## config.mk

```make
export PLATFORM = sky130hd
export DESIGN_NAME = csa_calc_dispatcher
export DESIGN_NICKNAME = d
export VERILOG_FILES = /design/src/rtl/csa_calc_dispatcher.sv
export SDC_FILE = /design/constraint.sdc
export NUM_CORES = 1
export LEC_CHECK = 0
export CORE_AREA = 2 2 334 336
export CTS_CLUSTER_DIAMETER = 150
export CTS_CLUSTER_SIZE = 16
export DETAILED_ROUTE_END_ITERATION = 10
export DIE_AREA = 0 0 336 338
export SYNTH_ARGS = -nofsm -noshare
export SYNTH_HDL_FRONTEND = slang
export SYNTH_SLANG_ARGS = --single-unit
```

## constraint.sdc

```tcl
create_clock -name clk -period 3 [get_ports clk]
set_input_delay 0.75 -clock clk [delete_from_list [all_inputs] [get_ports clk]]
set_output_delay 0.75 -clock clk [all_outputs]
set_load 0.01 [all_outputs]
```

## src/rtl/csa_calc_dispatcher.sv

```systemverilog
// rtl/csa_calc_dispatcher.sv - round-robin job dispatcher/collector for NUM_ENGINES csa_calc_logic engines.
// Optional watchdog abort per engine when CSA_DISPATCH_TIMEOUT_EN is defined.
module csa_calc_dispatcher #(
  parameter int AXI_DATA_WIDTH     = 32,
  parameter int CSA_CALC_IN_WIDTH  = 40,
  parameter int CSA_CALC_OUT_WIDTH = 48,
  parameter int NUM_ENGINES        = 4,
  parameter int ENG_IDX_WIDTH      = 4,
  parameter int TIMEOUT_CYCLES     = 65536
) (
  input  logic                                        clk,
  input  logic                                        rst_n,
  input  logic [AXI_DATA_WIDTH-1:0]                   cfg_times,
  input  logic [AXI_DATA_WIDTH-1:0]                   cfg_delay,
  input  logic                                        job_valid,
  output logic                                        job_ready,
  input  logic [CSA_CALC_IN_WIDTH-1:0]                job_in,
  output logic                                        res_valid,
  input  logic                                        res_ready,
  output logic [CSA_CALC_OUT_WIDTH-1:0]               res_data,
  output logic [ENG_IDX_WIDTH-1:0]                    res_engine,
  output logic                                        res_timeout,
  input  logic [NUM_ENGINES-1:0]                      eng_inuse,
  output logic [NUM_ENGINES-1:0]                      eng_request,
  output logic [NUM_ENGINES*AXI_DATA_WIDTH-1:0]       eng_times,
  output logic [NUM_ENGINES*AXI_DATA_WIDTH-1:0]       eng_delay,
  output logic [NUM_ENGINES*CSA_CALC_IN_WIDTH-1:0]    eng_in,
  input  logic [NUM_ENGINES-1:0]                      eng_ready,
  input  logic [NUM_ENGINES*CSA_CALC_OUT_WIDTH-1:0]   eng_out,
  output logic [NUM_ENGINES-1:0]                      eng_reset,
  output logic [AXI_DATA_WIDTH-1:0]                   jobs_issued,
  output logic [AXI_DATA_WIDTH-1:0]                   jobs_done
);

  typedef enum logic {D_IDLE, D_ISSUE} d_state_e;
  typedef enum logic {C_SCAN, C_HOLD} c_state_e;

  localparam logic [ENG_IDX_WIDTH-1:0] LAST_IDX = ENG_IDX_WIDTH'(NUM_ENGINES - 1);

  if (NUM_ENGINES < 2 || NUM_ENGINES > 16 || TIMEOUT_CYCLES < 1) begin : g_param_check
    $error("csa_calc_dispatcher: parameter out of range");
  end

  d_state_e d_state_q, d_state_d;
  c_state_e c_state_q, c_state_d;
  logic [NUM_ENGINES-1:0]                         busy_q, busy_d;
  logic [ENG_IDX_WIDTH-1:0]                       d_ptr_q, d_ptr_d, c_ptr_q, c_ptr_d;
  logic                                           job_ready_q, job_ready_d;
  logic                                           res_valid_q, res_valid_d;
  logic [CSA_CALC_OUT_WIDTH-1:0]                  res_data_q, res_data_d;
  logic [ENG_IDX_WIDTH-1:0]                       res_engine_q, res_engine_d;
  logic [NUM_ENGINES-1:0]                         eng_request_q, eng_request_d;
  logic [NUM_ENGINES-1:0]                         eng_reset_q, eng_reset_d;
  logic [NUM_ENGINES-1:0][AXI_DATA_WIDTH-1:0]     eng_times_q, eng_times_d;
  logic [NUM_ENGINES-1:0][AXI_DATA_WIDTH-1:0]     eng_delay_q, eng_delay_d;
  logic [NUM_ENGINES-1:0][CSA_CALC_IN_WIDTH-1:0]  eng_in_q, eng_in_d;
  logic [AXI_DATA_WIDTH-1:0]                      jobs_issued_q, jobs_issued_d;
  logic [AXI_DATA_WIDTH-1:0]                      jobs_done_q, jobs_done_d;

  logic [NUM_ENGINES-1:0]        free, done_mask;
  logic [ENG_IDX_WIDTH:0]        d_pick, c_pick;
  logic [CSA_CALC_OUT_WIDTH-1:0] c_out;
  logic                          c_rdy;

`ifdef CSA_DISPATCH_TIMEOUT_EN
  localparam int WD_W = $clog2(TIMEOUT_CYCLES + 1);
  localparam logic [WD_W-1:0] WD_MAX = WD_W'(TIMEOUT_CYCLES);

  logic [NUM_ENGINES-1:0][WD_W-1:0] wd_cnt_q, wd_cnt_d;
  logic [NUM_ENGINES-1:0]           wd_expired;
  logic                             res_timeout_q, res_timeout_d;
`endif

  // {found, index} of the first set bit at or after ptr, wrapping.
  function automatic logic [ENG_IDX_WIDTH:0] rr_pick(input logic [NUM_ENGINES-1:0] req,
                                                     input logic [ENG_IDX_WIDTH-1:0] ptr);
    logic                     found;
    logic [ENG_IDX_WIDTH-1:0] idx;
    found = 1'b0;
    idx   = '0;
    for (int k = 0; k < NUM_ENGINES; k++) begin
      if (!found && req[k] && ENG_IDX_WIDTH'(k) >= ptr) begin
        found = 1'b1;
        idx   = ENG_IDX_WIDTH'(k);
      end
    end
    for (int k = 0; k < NUM_ENGINES; k++) begin
      if (!found && req[k]) begin
        found = 1'b1;
        idx   = ENG_IDX_WIDTH'(k);
      end
    end
    return {found, idx};
  endfunction

  function automatic logic [ENG_IDX_WIDTH-1:0] next_idx(input logic [ENG_IDX_WIDTH-1:0] i);
    return (i == LAST_IDX) ? '0 : i + ENG_IDX_WIDTH'(1);
  endfunction

  always_comb begin
    free = ~busy_q & ~eng_inuse & ~eng_ready;

`ifdef CSA_DISPATCH_TIMEOUT_EN
    for (int k = 0; k < NUM_ENGINES; k++) begin
      wd_expired[k] = busy_q[k] && (wd_cnt_q[k] == WD_MAX);
      if (!busy_q[k] || eng_request_q[k])
        wd_cnt_d[k] = '0;
      else if (wd_expired[k])
        wd_cnt_d[k] = wd_cnt_q[k];
      else
        wd_cnt_d[k] = wd_cnt_q[k] + WD_W'(1);
    end
    done_mask     = busy_q & (eng_ready | wd_expired);
    res_timeout_d = res_timeout_q;
`else
    done_mask = busy_q & eng_ready;
`endif

    d_pick = rr_pick(free, d_ptr_q);
    c_pick = rr_pick(done_mask, c_ptr_q);
    c_out  = '0;
    c_rdy  = 1'b0;
    for (int k = 0; k < NUM_ENGINES; k++) begin
      if (c_pick[ENG_IDX_WIDTH-1:0] == ENG_IDX_WIDTH'(k)) begin
        c_out = eng_out[k*CSA_CALC_OUT_WIDTH +: CSA_CALC_OUT_WIDTH];
        c_rdy = eng_ready[k];
      end
    end

    d_state_d     = d_state_q;
    c_state_d     = c_state_q;
    busy_d        = busy_q;
    d_ptr_d       = d_ptr_q;
    c_ptr_d       = c_ptr_q;
    res_valid_d   = res_valid_q;
    res_data_d    = res_data_q;
    res_engine_d  = res_engine_q;
    eng_request_d = '0;
    eng_reset_d   = '0;
    eng_times_d   = eng_times_q;
    eng_delay_d   = eng_delay_q;
    eng_in_d      = eng_in_q;
    jobs_issued_d = jobs_issued_q;
    jobs_done_d   = jobs_done_q;

    case (d_state_q)
      D_IDLE: begin
        if (job_valid && job_ready_q && d_pick[ENG_IDX_WIDTH]) begin
          for (int k = 0; k < NUM_ENGINES; k++) begin
            if (d_pick[ENG_IDX_WIDTH-1:0] == ENG_IDX_WIDTH'(k)) begin
              busy_d[k]        = 1'b1;
              eng_in_d[k]      = job_in;
              eng_times_d[k]   = cfg_times;
              eng_delay_d[k]   = cfg_delay;
              eng_request_d[k] = 1'b1;
            end
          end
          d_ptr_d   = next_idx(d_pick[ENG_IDX_WIDTH-1:0]);
          d_state_d = D_ISSUE;
        end
      end
      D_ISSUE: begin
        jobs_issued_d = jobs_issued_q + AXI_DATA_WIDTH'(1);
        d_state_d     = D_IDLE;
      end
      default: d_state_d = D_IDLE;
    endcase

    case (c_state_q)
      C_SCAN: begin
        if (c_pick[ENG_IDX_WIDTH]) begin
          res_valid_d  = 1'b1;
          res_engine_d = c_pick[ENG_IDX_WIDTH-1:0];
          res_data_d   = c_out;
`ifdef CSA_DISPATCH_TIMEOUT_EN
          // A real result seen in the same cycle as expiry takes precedence.
          res_timeout_d = !c_rdy;
          if (!c_rdy) res_data_d = '0;
`endif
          c_state_d = C_HOLD;
        end
      end
      C_HOLD: begin
        if (res_valid_q && res_ready) begin
          res_valid_d = 1'b0;
          for (int k = 0; k < NUM_ENGINES; k++) begin
            if (res_engine_q == ENG_IDX_WIDTH'(k)) begin
              eng_reset_d[k] = 1'b1;
              busy_d[k]      = 1'b0;
            end
          end
          jobs_done_d = jobs_done_q + AXI_DATA_WIDTH'(1);
          c_ptr_d     = next_idx(res_engine_q);
          c_state_d   = C_SCAN;
        end
      end
      default: c_state_d = C_SCAN;
    endcase

    // An engine whose ready is still high after release is not yet free.
    job_ready_d = (d_state_d == D_IDLE) && |(~busy_d & ~eng_inuse & ~eng_ready);
  end

  always_ff @(posedge clk) begin
    if (!rst_n) begin
      d_state_q     <= D_IDLE;
      c_state_q     <= C_SCAN;
      busy_q        <= '0;
      d_ptr_q       <= '0;
      c_ptr_q       <= '0;
      job_ready_q   <= 1'b0;
      res_valid_q   <= 1'b0;
      res_data_q    <= '0;
      res_engine_q  <= '0;
      eng_request_q <= '0;
      eng_reset_q   <= '0;
      eng_times_q   <= '0;
      eng_delay_q   <= '0;
      eng_in_q      <= '0;
      jobs_issued_q <= '0;
      jobs_done_q   <= '0;
`ifdef CSA_DISPATCH_TIMEOUT_EN
      wd_cnt_q      <= '0;
      res_timeout_q <= 1'b0;
`endif
    end else begin
      d_state_q     <= d_state_d;
      c_state_q     <= c_state_d;
      busy_q        <= busy_d;
      d_ptr_q       <= d_ptr_d;
      c_ptr_q       <= c_ptr_d;
      job_ready_q   <= job_ready_d;
      res_valid_q   <= res_valid_d;
      res_data_q    <= res_data_d;
      res_engine_q  <= res_engine_d;
      eng_request_q <= eng_request_d;
      eng_reset_q   <= eng_reset_d;
      eng_times_q   <= eng_times_d;
      eng_delay_q   <= eng_delay_d;
      eng_in_q      <= eng_in_d;
      jobs_issued_q <= jobs_issued_d;
      jobs_done_q   <= jobs_done_d;
`ifdef CSA_DISPATCH_TIMEOUT_EN
      wd_cnt_q      <= wd_cnt_d;
      res_timeout_q <= res_timeout_d;
`endif
    end
  end

  assign job_ready   = job_ready_q;
  assign res_valid   = res_valid_q;
  assign res_data    = res_data_q;
  assign res_engine  = res_engine_q;
  assign eng_request = eng_request_q;
  assign eng_reset   = eng_reset_q;
  assign eng_times   = eng_times_q;
  assign eng_delay   = eng_delay_q;
  assign eng_in      = eng_in_q;
  assign jobs_issued = jobs_issued_q;
  assign jobs_done   = jobs_done_q;
`ifdef CSA_DISPATCH_TIMEOUT_EN
  assign res_timeout = res_timeout_q;
`else
  assign res_timeout = 1'b0;
`endif

endmodule

```

==> flow_metrics.tcl <==
set metrics [dict create \
    relSlewSlack 0.340 \
    hold_path_class "reg2reg" \
    dieHeight_um 338 \
    start_util 0.207 \
    yosysWarningCount 0 \
    overflow 0 \
    grt_first_pass_wirelength_um 147000 \
    hold_depth 2 \
    clock_path_buffers 3 \
    grt_pass1_vias 21000 \
    cts_tree "yes" \
    postSynthAreaPerCell_sq_um 8.63 \
    setup_violations 0 \
    io_pins 851 \
    min_period_ns 2.79 \
    synthArstFlopShare 0 \
    cts_root_buf "clkbuf_16" \
    setup_slack_ns 0.209 \
    core_area_sq_um 110000 \
    critical_path.slowest_cell "o311ai_0" \
    vias_per_cell 4.33 \
    startpoint_type "input port" \
    first_pass_iters 5 \
    cp-end-kind "flop" \
    synthCells 2639 \
    r2r-start "busy_q[2]" \
    internal_power_mw 10.9 \
    ys_ff_latch 550 \
    total_power_mw 14.6 \
    leakagePower_nw 11.7 \
    power_frac_clock 0.364 \
    rrSetupSlack_ns 0.38 \
    crit_type "in2reg" \
    port_buffers 847 \
    drt_wl_total_um 104000 \
    switching_share 0.257 \
    ys_seq_area_frac 0.484 \
    antenna_found_initial 8 \
    dp_slack_ns -0.412 \
    grt_max_degree 220 \
    wl_per_cell_um 21.0 \
    power.switching_mw 3.76 \
    rsz0062_at_grt "no" \
    syn2layout_area_growth_pct 53.7 \
    arrival_ns 3.30 \
    min_to "eng_delay[65]" \
    ys.flop_type "dfxtp_1" \
    cpPeakStageDelay_ns 0.47 \
    die_w_um 336 \
    min_from "eng_delay[65]" \
    postRouteAntennaNets 0 \
    status "complete, no violations" \
    fin_tns_setup_ns 0 \
    cts.clk_slew.worst_paths_ns 0.07 \
    finClkSkew_ns 0.0289 \
    final_cell_mix "850 x nand2_1, 846 x clkdlybuf4s50_1, 550 x dfxtp_1" \
    drv_cap 0 \
    dp_hpwl_um 79700 \
    seq_power_share 0.513 \
    tightest_slew_ns 0.988 \
    path_common_cell "buf_4" \
    rows 122 \
    worstPathMaxFanout 11 \
    clock.fmax_mhz 358 \
    syn_area_sq_um 22800 \
    clock_latency_ns 0.62 \
    htree_num_levels 2 \
    mostFrequentLayoutCell "nand2_1" \
    cts_setup_buffers 0 \
    comb_power_share 0.122 \
    cp.required_ns 3.51 \
    vias 21600 \
    worst-path-stages 10 \
    cp_cell_sequence "clkdlybuf4s50_1 > or3_1 > o311ai_0 > buf_4 > ha_1 > and2_4 > buf_12 > buf_4 > nand2_1 > a21boi_0" \
    synthDistinctLibCells 59 \
    nFillCells 11600 \
    cts_sinks 550 \
    drc 0 \
    cp_top_family "buffers and inverters" \
    hold_viol 0 \
    ir_worst_vdd_mv 0.378 \
    cts_made_buffers 40 \
    synth_edf_count 0 \
    fin_crit_sh 0.930 \
    gp_congestion 0.863 \
    worstRegToRegCells 9 \
    r2r_end "eng_in[23]" \
    p_per_area_nw_per_um2 418 \
    finalMaxSlewViolations 0 \
    final_nets 3802 \
    groute.usage.overall 0.174 \
    cts_resized 0 \
    holdBufCountCts 0 \
    path_buf_inv 4 \
    drive_above_1_share 0.0941 \
    worstSetupStartpoint "eng_ready[2]" \
    die_area_sq_um 114000 \
    drt_iter0_drc 1097 \
]
==> stage by stage <==
step / std cells / instance area [sq um] / util / hold WS (ns)
after floorplan: 2641 / 22800 / - / 0.474
after global placement: 4930 / 33900 / 0.308 / 0.440
after detailed placement: 4930 / 33900 / 0.308 / 0.443
after CTS: 4975 / 35000 / 0.318 / 0.431
after global routing: 4978 / 35000 / 0.318 / 0.456
final: 4979 / 35000 / 0.318 / 0.453
==> logic make-up after synthesis <==
logic type / synth area share
other cells: 0.000165
mux: 0.00528
fa+ha+maj: 0.00550
buf+inv: 0.0555
simple gates: 0.214
compound gates: 0.212
flops: 0.484
xor+xnor: 0.0235
==> layer usage <==
metal	part of all wire	global-route usage
met4	0.034	0.0612
met5	0.00025	0
met2	0.50	0.310
met1	0.39	0.195
met3	0.077	0.0533
==> cells in the mapped netlist, types with 12 or more instances <==
library cell / n / area share
nand3_1: 19 / 0.0042
a211oi_1: 38 / 0.013
nor2_1: 12 / 0.0020
xor2_1: 16 / 0.0062
xnor2_1: 45 / 0.017
mux2i_1: 12 / 0.0053
nor2b_1: 12 / 0.0033
a31oi_1: 39 / 0.011
and3_1: 17 / 0.0047
o21ai_0: 42 / 0.0092
a21boi_2: 50 / 0.025
nand2_1: 854 / 0.14
dfxtp_1: 550 / 0.48
nand4_1: 26 / 0.0071
o221ai_1: 38 / 0.015
nand2_2: 50 / 0.014
and2_1: 71 / 0.020
inv_1: 45 / 0.0074
a21boi_1: 95 / 0.031
clkbuf_1: 129 / 0.021
a21boi_0: 276 / 0.091
buf_2: 25 / 0.0055
buf_4: 30 / 0.0099
==> worst register-to-register path: stages, from the launching register on <==
cell and delay [ns]:
dfxtp_1 0.39, or3_1 0.40, o311ai_0 0.47, buf_4 0.20, ha_1 0.22, and2_4 0.21, buf_12 0.16, buf_4 0.22
nand2_1 0.08, a21boi_0 0.19
==> sequential cells by signal, summed over array words and instances, names as in the netlist, 2 cells and up <==
register / count
res_engine: 2
eng_in: 160
busy_q: 4
eng_request: 4
jobs_issued: 32
jobs_done: 32
eng_reset: 4
d_ptr_q: 2
c_ptr_q: 2
eng_times: 128
res_data: 48
eng_delay: 128
==> power by group through the flow <==
| stage | sequential (mW) | clock, mW | combinational (mW) |
|---|---|---|---|
| floorplan | 7.73 | 0 | 0.528 |
| global placement | 7.68 | 0 | 1.81 |
| detailed placement | 7.68 | 0 | 1.81 |
| global route | 7.53 | 5.77 | 1.91 |
| CTS | 7.51 | 5.55 | 1.82 |
| finish | 7.51 | 5.33 | 1.79 |
==> how the worst max path moves through the flow <==
| stage | end | slack (ns) |
|---|---|---|
| after floorplan | eng_times[42] | 0.06 |
| after global placement | eng_delay[6] | -0.44 |
| after detailed placement | eng_in[50] | -0.41 |
| after CTS | eng_in[50] | 0.23 |
| after global routing | eng_in[57] | 0.01 |
| final | eng_in[23] | 0.21 |
==> cell type report <==
type / instances / area [sq um] / share of cell area
Sequential cell: 550 / 11000 / 0.315
Antenna cell: 4 / 10.0 / 0.000286
Timing Repair Buffer: 1003 / 10300 / 0.293
Inverter: 45 / 169 / 0.00483
Clock inverter: 4 / 56.3 / 0.00161
Clock buffer: 41 / 1030 / 0.0293
Tap cell: 1488 / 1860 / 0.0532
Multi-Input combinational cell: 1844 / 10600 / 0.303
Power figures use the tool's default switching activity.
